--- src/rtl/count_pkg.sv ---
// count_pkg
//   Shared helpers for the count_updown_param counter family.
//   - clog2    : bits needed to hold 0..value-1, never less than 1.
//   - MODE_*   : encodings for the SATURATE parameter.
package count_pkg;

    localparam int MODE_WRAP = 0;
    localparam int MODE_SAT  = 1;

    // A prescaler that only ever holds 0 still needs a 1-bit register,
    // so the result is clamped to at least 1.
    function automatic int clog2(input int value);
        int r;
        r = 0;
        while ((64'd1 << r) < 64'(value)) r++;
        return (r < 1) ? 1 : r;
    endfunction

endpackage

--- src/rtl/tick_divider.sv ---
// tick_divider
//   Prescaler for count_updown_param. Counts enabled clocks 0..PRESCALE-1
//   and raises tick (combinational) on the enabled edge that closes a
//   period; the phase then returns to 0.
// Ports:
//   clk      in   system clock, rising edge
//   n_rst    in   synchronous active-low reset
//   en       in   advance the phase on this edge
//   restart  in   force the phase back to 0 (clear/load)
//   tick     out  step request for the current edge
module tick_divider
    import count_pkg::*;
#(
    parameter int PRESCALE = 1
) (
    input  logic clk,
    input  logic n_rst,
    input  logic en,
    input  logic restart,
    output logic tick
);

    localparam int            PW   = clog2(PRESCALE);
    localparam logic [PW-1:0] LAST = PW'(PRESCALE - 1);

    logic [PW-1:0] phase;

    assign tick = en & (phase == LAST);

    always_ff @(posedge clk) begin
        if (!n_rst) begin
            phase <= '0;
        end else if (restart) begin
            phase <= '0;
        end else if (en) begin
            phase <= tick ? '0 : phase + 1'b1;
        end
    end

endmodule

--- src/rtl/count_updown_param.sv ---
// count_updown_param
//   General-purpose timer / event counter. Range 0..MAX_COUNT, counts up or
//   down once per prescaler tick, wraps or saturates at the limits.
// Ports:
//   clk       in   system clock, rising edge
//   n_rst     in   synchronous active-low reset
//   en        in   count enable (gates prescaler and stepping)
//   up        in   1 = increment, 0 = decrement
//   clr       in   synchronous clear of count, prescaler and ovf
//   load      in   synchronous load of load_val (clamped to MAX_COUNT)
//   load_val  in   load value
//   count     out  current count (registered)
//   tc        out  one-cycle pulse after a step taken at the limit
//   ovf       out  sticky over/underflow flag
//   at_limit  out  count sits at the limit for the current direction
module count_updown_param
    import count_pkg::*;
#(
    parameter int          WIDTH     = 16,
    parameter int unsigned MAX_COUNT = 32'((64'd1 << WIDTH) - 64'd1),
    parameter int          PRESCALE  = 1,
    parameter int          SATURATE  = MODE_WRAP
) (
    input  logic             clk,
    input  logic             n_rst,
    input  logic             en,
    input  logic             up,
    input  logic             clr,
    input  logic             load,
    input  logic [WIDTH-1:0] load_val,
    output logic [WIDTH-1:0] count,
    output logic             tc,
    output logic             ovf,
    output logic             at_limit
);

    localparam logic [WIDTH-1:0] MAX_V = WIDTH'(MAX_COUNT);

    logic             tick;
    logic [WIDTH-1:0] count_nxt;
    logic             tc_nxt;
    logic             ovf_nxt;

    // Clear and load both restart the prescaler phase.
    tick_divider #(
        .PRESCALE (PRESCALE)
    ) u_div (
        .clk     (clk),
        .n_rst   (n_rst),
        .en      (en),
        .restart (clr | load),
        .tick    (tick)
    );

    assign at_limit = up ? (count == MAX_V) : (count == '0);

    // Priority clr > load > step; tc is only ever set by a limit step, so it
    // drops on every other edge.
    always_comb begin
        count_nxt = count;
        tc_nxt    = 1'b0;
        ovf_nxt   = ovf;
        if (clr) begin
            count_nxt = '0;
            ovf_nxt   = 1'b0;
        end else if (load) begin
            count_nxt = (load_val > MAX_V) ? MAX_V : load_val;
        end else if (tick) begin
            if (at_limit) begin
                tc_nxt  = 1'b1;
                ovf_nxt = 1'b1;
                // Saturate mode leaves count where it is.
                if (SATURATE == MODE_WRAP)
                    count_nxt = up ? '0 : MAX_V;
            end else begin
                count_nxt = up ? count + 1'b1 : count - 1'b1;
            end
        end
    end

    always_ff @(posedge clk) begin
        if (!n_rst) begin
            count <= '0;
            tc    <= 1'b0;
            ovf   <= 1'b0;
        end else begin
            count <= count_nxt;
            tc    <= tc_nxt;
            ovf   <= ovf_nxt;
        end
    end

endmodule
--- config.mk ---
export PLATFORM = sky130hd
export DESIGN_NAME = count_updown_param
export DESIGN_NICKNAME = d
export VERILOG_FILES = /design/src/rtl/count_pkg.sv /design/src/rtl/tick_divider.sv /design/src/rtl/count_updown_param.sv
export SDC_FILE = /design/constraint.sdc
export NUM_CORES = 1
export LEC_CHECK = 0
export ABC_AREA = 1
export BUFFER_PORTS_ARGS = -buffer_cell sky130_fd_sc_hd__buf_2
export CORE_ASPECT_RATIO = 0.8
export CORE_MARGIN = 1
export CORE_UTILIZATION = 40
export CTS_BUF_LIST = sky130_fd_sc_hd__clkbuf_8
export DETAILED_ROUTE_END_ITERATION = 10
export GPL_ROUTABILITY_DRIVEN = 0
export PLACE_DENSITY = 0.59
export SETUP_SLACK_MARGIN = 0.05
export SYNTH_ARGS = -nofsm -noshare
export SYNTH_HDL_FRONTEND = slang
export SYNTH_SLANG_ARGS = --single-unit
export TNS_END_PERCENT = 100
--- constraint.sdc ---
create_clock -name clk -period 5.2 [get_ports clk]
set_input_delay 1.04 -clock clk [delete_from_list [all_inputs] [get_ports clk]]
set_output_delay 1.04 -clock clk [all_outputs]
set_load 0.05 [all_outputs]
==> flow_summary.toml <==
[finish]
num-fill-cells = 464
layout.cells.non_filler = 381
regArea_um2 = 380
n_antenna_cell = 0
multi_input_area_mm2 = 0.00126
area_growth_pct = 16.1
utilization_pct = 49.5
design_area_mm2 = 0.00211
nets = 362
drive_gt1_share_pct = 20.1

[detailed_routing]
wl_per_cell_um = 13.8
drc_errors = 0
final_antenna_net_count = 0
vias = 1955
dr.pass1.iters = 4
wl_um = 5260
drtIter0Drc = 94
routed_via_density = 5.13

[timing]
setup_tns_ps = 0
rsz0062_at_grt = "false"
max_freq_mhz = 296
max-slew-margin-rel_pct = 26.3
layout_setup_ws_ps = 1820
layout_worst_path_cycle_share_pct = 64.9
final_hold_viol_count = 0
finalClockSkew_ps = 3.65
timing.hold.ws_ps = 442
worst_slew_pin_slew_ps = 1100
setup_violations = 0
period_needed_ps = 3380
slew_violations = 0

[place]
placedInstanceArea_mm2 = 0.00206
numPortBuffers = 40
dp_hpwl_um = 4080
dp_slack_ps = 1810
dpl.cell_count = 377

[grt]
gr-total-overflow = 0
grt_pass1_vias = 1804
grt_max_degree = 17
grt_usage_pct = 23.0
grt_pass1_wl_um = 8730
antenna_found_initial = 0

[setup_path]
r2r_slack_ps = 3330
worstPathRequired_ps = 4160
crit_path_max_fanout = 16
cp_data_arrival_time_ps = 2340
end_kind = "output port"
critPathLaunchType = "input pin"
path_class = "input pin to output port"

[clock_network]
cts.sinks = 19
cts_tree = "yes"
path_clk_slew_ps = 70
clk_latency_ps = 260
cts_resized = 0
clockBufferDepth = 2
hold_buffers = 0
cts.root.buffer_cell = "clkbuf_8"
post_cts_buffers = 0
cts_max_level = 1
numCtsBuffers = 3

[power_and_ir_drop]
combPwrFrac_pct = 40.6
p_int_mw = 0.265
total_power_mw = 0.453
powerDensity_mw_per_mm2 = 215
peakVddDrop_mv = 0.118
netSwitchingFraction_pct = 41.5
p_leak_nw = 1.16
switching_power_mw = 0.188
p_seq_share_pct = 36.2
p_clk_share_pct = 23.2

[die]
fp.dieH_um = 62.3
start_util_pct = 42.7
dieArea_mm2 = 0.00481
dieWidth_um = 77.3
rows = 21
ioPinCount = 41
coreArea_mm2 = 0.00426

[synth]
synthTopCellsByArea = "dfxtp_1, nand2_1, ha_1"
async_flop_share_pct = 0
synth_top_area_cell = "dfxtp_1"
ys_types = 35
synth_seq_area_share_pct = 21.0
syn_area_mm2 = 0.00182
ys_warn_count = 0
synth_enable_flop_cells = 0
synth_most_common_cell = "nand2_1"
ys_ff_latch = 19
synthCells = 284
synth_top_area_share_pct = 21.0
syn_avg_cell_area_um2 = 6.39
synth_common_cells = "nand2_1, inv_1, nor2_1"
synthesis.nets = 321
synthFlopType = "dfxtp_1"

[run]
max_cap_viol_count = 0

[min_path]
worstHoldPathType = "flip-flop to flip-flop"

[status]
outcome = "finished, final reports clean"
routing by layer:
| layer | GRT usage, % | wire length, µm | vias to the layer above |
|---|---|---|---|
| li1 | - | - | 1017 |
| met1 | 32.6 | 2500 | 884 |
| met2 | 36.7 | 2430 | 52 |
| met3 | 3.09 | 301 | 2 |
| met4 | 4.95 | 32 | 0 |
| met5 | 0 | 0 | - |
power groups by stage:
| stage | Sequential [mW] | Clock [mW] | Combinational [mW] |
|---|---|---|---|
| floorplan | 0.190 | 0 | 0.114 |
| global placement | 0.167 | 0 | 0.184 |
| detailed placement | 0.167 | 0 | 0.184 |
| CTS | 0.164 | 0.108 | 0.185 |
| global route | 0.165 | 0.114 | 0.207 |
| finish | 0.164 | 0.105 | 0.184 |
final cells by class:
cell class | count | share of cell area, %
clock buffer | 3 | 1.96
timing repair buffer | 40 | 9.50
sequential | 19 | 18.0
multi-input combinational | 222 | 59.9
tap | 57 | 3.38
clock inverter | 1 | 0.178
inverter | 39 | 7.06
kinds of logic after synthesis:
logic type                 count (synthesis)  synth area share (%)
AOI/OAI and AO/OA                         50                  17.7
xor gates and xnor gates                   8                  3.86
adders and majority gates                 15                  10.8
buffers and inverters                     43                  9.51
DFF                                       19                  21.0
and+or+nand+nor                          149                  37.2
registers in the layout, indices dropped and copies added (netlist names):
| register | count |
|---|---|
| count | 16 |
| ovf | 1 |
| tc | 1 |
| u_div.phase | 1 |
worst paths after layout:
check / cells after the start / startpoint / endpoint
min: 2 / u_div.phase$_SDFFE_PP0P_ / u_div.phase$_SDFFE_PP0P_
max reg2reg: 7 / count[0]$_SDFFE_PP0P_ / count[12]$_SDFFE_PP0P_
max: 8 / up / at_limit
min reg2reg: 2 / u_div.phase$_SDFFE_PP0P_ / u_div.phase$_SDFFE_PP0P_
cells in the final DEF, fill, tap and decap left out, drive strengths merged, types with 6 or more instances in the layout:
cell type,n
nand2,83
buf,40
inv,40
nor2,34
a21oi,27
dfxtp,19
nand3,19
ha,14
o221ai,10
o21ai,9
xor2,6
critical path, cell delays in order:
cell and delay, ps:
buf_2 130, inv_2 270, nor2_1 90, nand3_1 160
nor2_4 70, nor2_4 300, inv_1 60, buf_2 210
(Power assumes the default switching activity.)
